--- src/rtl/mopshub_test_sequencer_if.sv ---
// Handshake bundle between MOPSHUB control logic and the test-phase sequencer.
// master: the sequencer; slave: the bench/control side that drives run inputs and *_end pulses.
interface mopshub_test_sequencer_if #(
    parameter int BUS_W  = 5,
    parameter int LOOP_W = 8
);
    logic              start;
    logic              trim_en;
    logic              adv_en;
    logic [BUS_W-1:0]  n_buses;
    logic [LOOP_W-1:0] tx_loop_count;
    logic              end_power_init;
    logic              sign_on_sig;
    logic              test_rx_end;
    logic              test_tx_end;
    logic              test_advanced_end;
    logic              osc_auto_trim;
    logic              test_rx;
    logic              test_tx;
    logic              test_advanced;
    logic              endwait_all;
    logic [BUS_W-1:0]  bus_sel;
    logic [3:0]        phase;
    logic              done;
    logic              err_timeout;

    modport master (
        input  start, trim_en, adv_en, n_buses, tx_loop_count,
        input  end_power_init, sign_on_sig, test_rx_end, test_tx_end, test_advanced_end,
        output osc_auto_trim, test_rx, test_tx, test_advanced, endwait_all,
        output bus_sel, phase, done, err_timeout
    );

    modport slave (
        output start, trim_en, adv_en, n_buses, tx_loop_count,
        output end_power_init, sign_on_sig, test_rx_end, test_tx_end, test_advanced_end,
        input  osc_auto_trim, test_rx, test_tx, test_advanced, endwait_all,
        input  bus_sel, phase, done, err_timeout
    );
endinterface

--- src/rtl/mopshub_test_sequencer.sv ---
// MOPSHUB test-phase sequencer: trim, sign-on, per-bus RX, end-wait, gap, looped TX, advanced test.
// Define MOPSHUB_SEQ_STATS_EN to add saturating rx/tx completion and timeout counters.
module mopshub_test_sequencer #(
    parameter int N_BUS       = 16,
    parameter int BUS_W       = 5,
    parameter int GAP_CYC     = 120,
    parameter int LOOP_W      = 8,
    parameter int TIMEOUT_CYC = 4000000
) (
    input  logic clk_40_m,
    input  logic rst,
`ifdef MOPSHUB_SEQ_STATS_EN
    output logic [15:0] rx_done_cnt,
    output logic [15:0] tx_done_cnt,
    output logic [7:0]  timeout_cnt,
`endif
    mopshub_test_sequencer_if.master sq
);
    typedef enum logic [3:0] {
        S_IDLE        = 4'd0,
        S_TRIM        = 4'd1,
        S_WAIT_SIGNON = 4'd2,
        S_RX_RUN      = 4'd3,
        S_ENDWAIT     = 4'd4,
        S_GAP         = 4'd5,
        S_TX_RUN      = 4'd6,
        S_ADV_RUN     = 4'd7,
        S_DONE        = 4'd8,
        S_ERR         = 4'd9
    } state_t;

    // One timer serves both the watchdog and the gap count; it only ever reaches limit-1.
    localparam int TMAX = (TIMEOUT_CYC > GAP_CYC) ? TIMEOUT_CYC : GAP_CYC;
    localparam int TW   = (TMAX < 2) ? 1 : $clog2(TMAX);
    localparam logic [TW-1:0]     TO_LAST  = TW'((TIMEOUT_CYC > 0) ? TIMEOUT_CYC - 1 : 0);
    localparam logic [TW-1:0]     GAP_LAST = TW'(GAP_CYC - 1);
    localparam logic [BUS_W:0]    N_BUS_X  = (BUS_W + 1)'(N_BUS);
    localparam logic [LOOP_W-1:0] LOOP_MAX = '1;

    state_t            state;
    logic [TW-1:0]     timer;
    logic [BUS_W-1:0]  last_bus;
    logic [LOOP_W-1:0] loops;
    logic [LOOP_W-1:0] loop_cnt;
    logic [LOOP_W-1:0] loop_next;
    logic [BUS_W:0]    nb_clamp;
    logic              evt;
    logic              wd_state;
    logic              wd_hit;
    logic              to_err;

    always_comb begin
        nb_clamp = {1'b0, sq.n_buses};
        if (nb_clamp == '0)
            nb_clamp = {{BUS_W{1'b0}}, 1'b1};
        else if (nb_clamp > N_BUS_X)
            nb_clamp = N_BUS_X;
    end

    // Completion event that belongs to the current phase; anything else is spurious.
    always_comb begin
        evt      = 1'b0;
        wd_state = 1'b1;
        case (state)
            S_TRIM:        evt = sq.end_power_init;
            S_WAIT_SIGNON: evt = sq.sign_on_sig;
            S_RX_RUN:      evt = sq.test_rx_end;
            S_TX_RUN:      evt = sq.test_tx_end;
            S_ADV_RUN:     evt = sq.test_advanced_end;
            default:       wd_state = 1'b0;
        endcase
    end

    assign wd_hit    = (TIMEOUT_CYC != 0) && (timer == TO_LAST);
    assign to_err    = wd_state && !evt && wd_hit;
    assign loop_next = (loop_cnt == LOOP_MAX) ? loop_cnt : loop_cnt + 1'b1;
    assign sq.phase  = state;

    always_ff @(posedge clk_40_m) begin
        if (!rst) begin
            state            <= S_IDLE;
            timer            <= '0;
            last_bus         <= '0;
            loops            <= '0;
            loop_cnt         <= '0;
            sq.osc_auto_trim <= 1'b0;
            sq.test_rx       <= 1'b0;
            sq.test_tx       <= 1'b0;
            sq.test_advanced <= 1'b0;
            sq.endwait_all   <= 1'b0;
            sq.bus_sel       <= '0;
            sq.done          <= 1'b0;
            sq.err_timeout   <= 1'b0;
        end else begin
            sq.endwait_all <= 1'b0;
            if (evt || !(wd_state || state == S_GAP))
                timer <= '0;
            else
                timer <= timer + 1'b1;

            case (state)
                S_IDLE: if (sq.start) begin
                    state            <= sq.trim_en ? S_TRIM : S_WAIT_SIGNON;
                    sq.osc_auto_trim <= sq.trim_en;
                    last_bus         <= BUS_W'(nb_clamp - 1'b1);
                    loops            <= sq.tx_loop_count;
                    sq.bus_sel       <= '0;
                end
                S_TRIM: if (evt) begin
                    state            <= S_WAIT_SIGNON;
                    sq.osc_auto_trim <= 1'b0;
                end
                S_WAIT_SIGNON: if (evt) begin
                    state      <= S_RX_RUN;
                    sq.test_rx <= 1'b1;
                    sq.bus_sel <= '0;
                end
                S_RX_RUN: if (evt) begin
                    // Dropping test_rx for a cycle marks the bus change to the environment.
                    sq.test_rx <= 1'b0;
                    if (sq.bus_sel != last_bus) begin
                        sq.bus_sel <= sq.bus_sel + 1'b1;
                    end else begin
                        state          <= S_ENDWAIT;
                        sq.endwait_all <= 1'b1;
                    end
                end else begin
                    sq.test_rx <= 1'b1;
                end
                S_ENDWAIT: state <= S_GAP;
                S_GAP: if (timer == GAP_LAST) begin
                    state      <= S_TX_RUN;
                    timer      <= '0;
                    sq.test_tx <= 1'b1;
                    sq.bus_sel <= '0;
                    loop_cnt   <= '0;
                end
                S_TX_RUN: if (evt) begin
                    loop_cnt <= loop_next;
                    if (loops != '0 && loop_next == loops) begin
                        sq.test_tx <= 1'b0;
                        if (sq.adv_en) begin
                            state            <= S_ADV_RUN;
                            sq.test_advanced <= 1'b1;
                        end else begin
                            state   <= S_DONE;
                            sq.done <= 1'b1;
                        end
                    end
                end
                S_ADV_RUN: if (evt) begin
                    state            <= S_DONE;
                    sq.test_advanced <= 1'b0;
                    sq.done          <= 1'b1;
                end
                S_DONE: if (!sq.start) begin
                    state      <= S_IDLE;
                    sq.done    <= 1'b0;
                    sq.bus_sel <= '0;
                end
                S_ERR: if (!sq.start) begin
                    state          <= S_IDLE;
                    sq.err_timeout <= 1'b0;
                    sq.bus_sel     <= '0;
                end
                default: state <= S_IDLE;
            endcase

            if (to_err) begin
                state            <= S_ERR;
                sq.err_timeout   <= 1'b1;
                sq.osc_auto_trim <= 1'b0;
                sq.test_rx       <= 1'b0;
                sq.test_tx       <= 1'b0;
                sq.test_advanced <= 1'b0;
            end
        end
    end

`ifdef MOPSHUB_SEQ_STATS_EN
    always_ff @(posedge clk_40_m) begin
        if (!rst) begin
            rx_done_cnt <= '0;
            tx_done_cnt <= '0;
            timeout_cnt <= '0;
        end else begin
            if (state == S_RX_RUN && evt && rx_done_cnt != '1)
                rx_done_cnt <= rx_done_cnt + 1'b1;
            if (state == S_TX_RUN && evt && tx_done_cnt != '1)
                tx_done_cnt <= tx_done_cnt + 1'b1;
            if (to_err && timeout_cnt != '1)
                timeout_cnt <= timeout_cnt + 1'b1;
        end
    end
`endif
endmodule

--- src/flat_wrapper.sv ---
// flat-port wrapper written by rule: the top's interface ports become plain ports
module mopshub_test_sequencer_flat 
#(
    parameter int N_BUS       = 16,
    parameter int BUS_W       = 5,
    parameter int GAP_CYC     = 120,
    parameter int LOOP_W      = 8,
    parameter int TIMEOUT_CYC = 4000000
)
  (clk_40_m, rst, sq_start, sq_trim_en, sq_adv_en, sq_n_buses, sq_tx_loop_count, sq_end_power_init, sq_sign_on_sig, sq_test_rx_end, sq_test_tx_end, sq_test_advanced_end, sq_osc_auto_trim, sq_test_rx, sq_test_tx, sq_test_advanced, sq_endwait_all, sq_bus_sel, sq_phase, sq_done, sq_err_timeout);
  mopshub_test_sequencer_if #(.BUS_W(BUS_W), .LOOP_W(LOOP_W)) sq_i ();
  input  logic clk_40_m;
  input  logic rst;
  input wire logic [$bits(sq_i.start)-1:0] sq_start;
  input wire logic [$bits(sq_i.trim_en)-1:0] sq_trim_en;
  input wire logic [$bits(sq_i.adv_en)-1:0] sq_adv_en;
  input wire logic [$bits(sq_i.n_buses)-1:0] sq_n_buses;
  input wire logic [$bits(sq_i.tx_loop_count)-1:0] sq_tx_loop_count;
  input wire logic [$bits(sq_i.end_power_init)-1:0] sq_end_power_init;
  input wire logic [$bits(sq_i.sign_on_sig)-1:0] sq_sign_on_sig;
  input wire logic [$bits(sq_i.test_rx_end)-1:0] sq_test_rx_end;
  input wire logic [$bits(sq_i.test_tx_end)-1:0] sq_test_tx_end;
  input wire logic [$bits(sq_i.test_advanced_end)-1:0] sq_test_advanced_end;
  output wire logic [$bits(sq_i.osc_auto_trim)-1:0] sq_osc_auto_trim;
  output wire logic [$bits(sq_i.test_rx)-1:0] sq_test_rx;
  output wire logic [$bits(sq_i.test_tx)-1:0] sq_test_tx;
  output wire logic [$bits(sq_i.test_advanced)-1:0] sq_test_advanced;
  output wire logic [$bits(sq_i.endwait_all)-1:0] sq_endwait_all;
  output wire logic [$bits(sq_i.bus_sel)-1:0] sq_bus_sel;
  output wire logic [$bits(sq_i.phase)-1:0] sq_phase;
  output wire logic [$bits(sq_i.done)-1:0] sq_done;
  output wire logic [$bits(sq_i.err_timeout)-1:0] sq_err_timeout;
  assign sq_i.start = sq_start;
  assign sq_i.trim_en = sq_trim_en;
  assign sq_i.adv_en = sq_adv_en;
  assign sq_i.n_buses = sq_n_buses;
  assign sq_i.tx_loop_count = sq_tx_loop_count;
  assign sq_i.end_power_init = sq_end_power_init;
  assign sq_i.sign_on_sig = sq_sign_on_sig;
  assign sq_i.test_rx_end = sq_test_rx_end;
  assign sq_i.test_tx_end = sq_test_tx_end;
  assign sq_i.test_advanced_end = sq_test_advanced_end;
  assign sq_osc_auto_trim = sq_i.osc_auto_trim;
  assign sq_test_rx = sq_i.test_rx;
  assign sq_test_tx = sq_i.test_tx;
  assign sq_test_advanced = sq_i.test_advanced;
  assign sq_endwait_all = sq_i.endwait_all;
  assign sq_bus_sel = sq_i.bus_sel;
  assign sq_phase = sq_i.phase;
  assign sq_done = sq_i.done;
  assign sq_err_timeout = sq_i.err_timeout;
  mopshub_test_sequencer #(.N_BUS(N_BUS), .BUS_W(BUS_W), .GAP_CYC(GAP_CYC), .LOOP_W(LOOP_W), .TIMEOUT_CYC(TIMEOUT_CYC)) u_core (.clk_40_m(clk_40_m), .rst(rst), .sq(sq_i));
endmodule
--- config.mk ---
export PLATFORM = sky130hd
export DESIGN_NAME = mopshub_test_sequencer_flat
export DESIGN_NICKNAME = d
export VERILOG_FILES = /design/src/rtl/mopshub_test_sequencer_if.sv /design/src/rtl/mopshub_test_sequencer.sv /design/src/flat_wrapper.sv
export SDC_FILE = /design/constraint.sdc
export NUM_CORES = 1
export LEC_CHECK = 0
export CAP_MARGIN = 20
export CORE_MARGIN = 2
export CORE_UTILIZATION = 51
export DETAILED_ROUTE_END_ITERATION = 12
export PLACE_DENSITY = 0.7
export SLEW_MARGIN = 20
export SYNTH_ARGS = -nofsm -noshare
export SYNTH_HDL_FRONTEND = slang
export SYNTH_SLANG_ARGS = --single-unit
--- constraint.sdc ---
create_clock -name clk_40_m -period 2.9 [get_ports clk_40_m]
set_input_delay 0.58 -clock clk_40_m [delete_from_list [all_inputs] [get_ports clk_40_m]]
set_output_delay 0.58 -clock clk_40_m [all_outputs]
set_load 0.005 [all_outputs]
==> out/results.txt <==
Outcome: completed
Final core occ: 61.1%
Clock skew: 0.0115 ns
Yosys warns: 0
Multi-input logic area: 2110 µm²
Unrepaired setup endpoints after global routing: no
Area Overhead vs Synth: 17.6%
DR pass1 iterations: 4
CTS Buffer Depth: 2
Average wire per standard cell: 15.6 µm
Vias in the first global route: 3005
CTS tree: done
Placement Rows: 30
Register area: 1180 µm²
Die height: 86.7 µm
H-tree levels: 3
Top-count cell post-synth: dfxtp_1
Async SR Flop Fraction: 0%
Final net count: 505
Final ANT Viol Nets: 0
Die Area: 7520 µm²
Final HPWL from detailed placement: 6.43 mm
Clock Power Share: 28.1%
Final min period: 2.67 ns
Clock Pin Slew Worst Setup and Hold Paths: 0.08 ns
Die X: 86.7 µm
DRC viols: 0
Arrival time at the worst endpoint: 2.89 ns
Synth cell types: 67
Cell Area, Synth: 3490 µm²
CTS root buf: clkbuf_8
Layout cells sized above 1: 11.2%
Final hold viol count: 0
Setup crit start kind: flip-flop
Worst Hold Class: reg2reg
Synthesized net count: 461
Flop pwr share: 41.4%
1st-iter DRT viols: 164
Setup slack, reg-to-reg: 0.23 ns
Leakage power: 1.46 nW
Grt ovf: 0
Fmax: 375 MHz
Initial Utilization: 51.9%
Antenna violations before repair: 0
Setup ws final: 0.234 ns
EDFF count, synth: 0
CTS sink cnt: 59
Sw Share: 36.5%
Final wirelength: 8.77 mm
Final GP Congestion: 0.997
Largest net degree at the start of global routing: 23
GRT Util Overall: 24.1%
Slew headroom: 49.0%
Max-cap viol count: 0
Cells after synthesis: 434
Total Power: 0.00236 W
Pwr per Cell Area: 576 nW/µm²
Final period util: 91.9%
Critical path class: reg2reg
Filler Cells Inserted: 634
Crit path max fanout: 14
VDD IR max: 0.350 mV
Clk_lat worst skew: 0.35 ns
Gate power share: 30.4%
Setup violations, final: 0
Pin slew with the least headroom to its limit: 0.764 ns
Via/cell ratio: 5.92
First-pass GRT wire length: 14.3 mm
Place WS: 0.0745 ns
Critical path capture point type: flip-flop
Via count: 3332
Buffers on Ports: 38
Synthesized flop and latch total: 59
CP required: 3.13 ns
Synth Area per Inst: 8.04 µm²
Cell type with the largest total area after synthesis: dfxtp_1
Final slew viol count: 0
# diodes: 0
Post-CTS Hold Fix Bufs: 0
Synth cell count leaders: 59 x dfxtp_1, 56 x nor2_1, 51 x nand2_1
Synth top area share: 33.8%
Sequential share of the synthesized area: 33.8%
Core Area: 6720 µm²
Total setup buffers inserted after CTS: 0
Top FF cell, synth: dfxtp_1
Cell Int Power: 0.00150 W
Ranking of synthesized cells by area: dfxtp_1 34%, nor2_1 6.0%, nand2_1 5.5%, xor2_1 5.3%, a21oi_1 4.4%
Setup tns final: 0 ns
P_sw: 0.000862 W
Cts bufs inserted: 9
Ports: 39
Final Hold Slack: 0.463 ns
## power groups by stage
| stage | clock, W | combinational [W] | sequential, W |
|---|---|---|---|
| 2_1_floorplan | 0 | 0.000524 | 0.000948 |
| 3_3_place_gp | 0 | 0.000714 | 0.000992 |
| 3_5_place_dp | 0 | 0.000710 | 0.000994 |
| 4_1_cts | 0.000677 | 0.000719 | 0.000977 |
| 5_1_grt | 0.000713 | 0.000795 | 0.000989 |
| 6_report | 0.000665 | 0.000720 | 0.000979 |
## kinds of logic after synthesis
| group | count (synthesis) | synth area share (%) |
|---|---|---|
| adders and majority gates | 4 | 1.43 |
| AOI/OAI and AO/OA | 96 | 18.6 |
| muxes | 8 | 2.37 |
| DFF | 59 | 33.8 |
| buffers and inverters | 32 | 5.74 |
| xor gates and xnor gates | 29 | 7.28 |
| and+or+nand+nor | 206 | 30.7 |
## routing by layer
metal  routed length [µm]  global-route usage, %  share of wire, %
met1                 4150                   33.4                47
met2                 4070                   37.9                46
met3                  411                   3.62               4.7
met4                  140                   9.23               1.6
met5                    0                      0                 0
## layout by cell type (no fill, tap or decap), drive strengths merged, types with 11 or more instances in the layout
cell type      instances
dfxtp                 59
nor2                  56
nand2                 52
clkdlybuf4s50         38
a21oi                 31
xor2                  21
nand3                 18
buf                   17
o21ai                 17
nor3                  14
a211oi                13
and3                  12
inv                   11
## layout make-up
class | count | area share, %
clock buffers | 10 | 3.11
clock inverters | 6 | 1.01
inverters | 10 | 0.914
multi-input cells | 343 | 51.4
flip-flops and latches | 59 | 28.8
well taps | 80 | 2.44
repair buffers | 55 | 12.4
## repair_timing
| action | in CTS | in global routing |
|---|---|---|
| endpoints found under the setup margin | 0 | 1 |
| gates resized for setup | 0 | 1 |
| endpoints found under the hold margin | 0 | 0 |
## registers in the layout (all words and copies together), names as in the netlist
name and count:
u_core.sq.test_tx 1, u_core.sq.osc_auto_trim 1, u_core.timer 22, u_core.sq.endwait_all 1, u_core.loops 8, u_core.sq.test_rx 1, u_core.sq.err_timeout 1, u_core.sq.test_advanced 1
u_core.loop_cnt 8, u_core.sq.phase 4, u_core.sq.bus_sel 5, u_core.sq.done 1, u_core.last_bus 5
## worst max-delay path, stage by stage, from the launching register on
cell	delay (ns)
dfxtp_1	0.61
nand4_1	0.36
or4b_1	0.55
a21oi_1	0.16
o211ai_1	0.17
nor4_4	0.25
o21ai_2	0.13
mux2_1	0.32
## per-stage QoR
step / instances / area (µm²)
final: 563 / 4110
after global routing: 563 / 4110
after CTS: 563 / 4100
after detailed placement: 547 / 3940
after global placement: 547 / 3940
after floorplan: 434 / 3490
## path summary, 6_finish.rpt
path                                                      start                              end  cells past startpoint
worst max-delay path            u_core.loop_cnt[2]$_SDFFE_PN0P_  u_core.sq.phase[2]$_SDFFE_PP0P_                      7
worst min-delay path                 u_core.timer[0]$_SDFF_PN0_       u_core.timer[0]$_SDFF_PN0_                      1
worst max register to register  u_core.loop_cnt[2]$_SDFFE_PN0P_  u_core.sq.phase[2]$_SDFFE_PP0P_                      7
worst min register to register       u_core.timer[0]$_SDFF_PN0_       u_core.timer[0]$_SDFF_PN0_                      1
(Power assumes the default switching activity.)
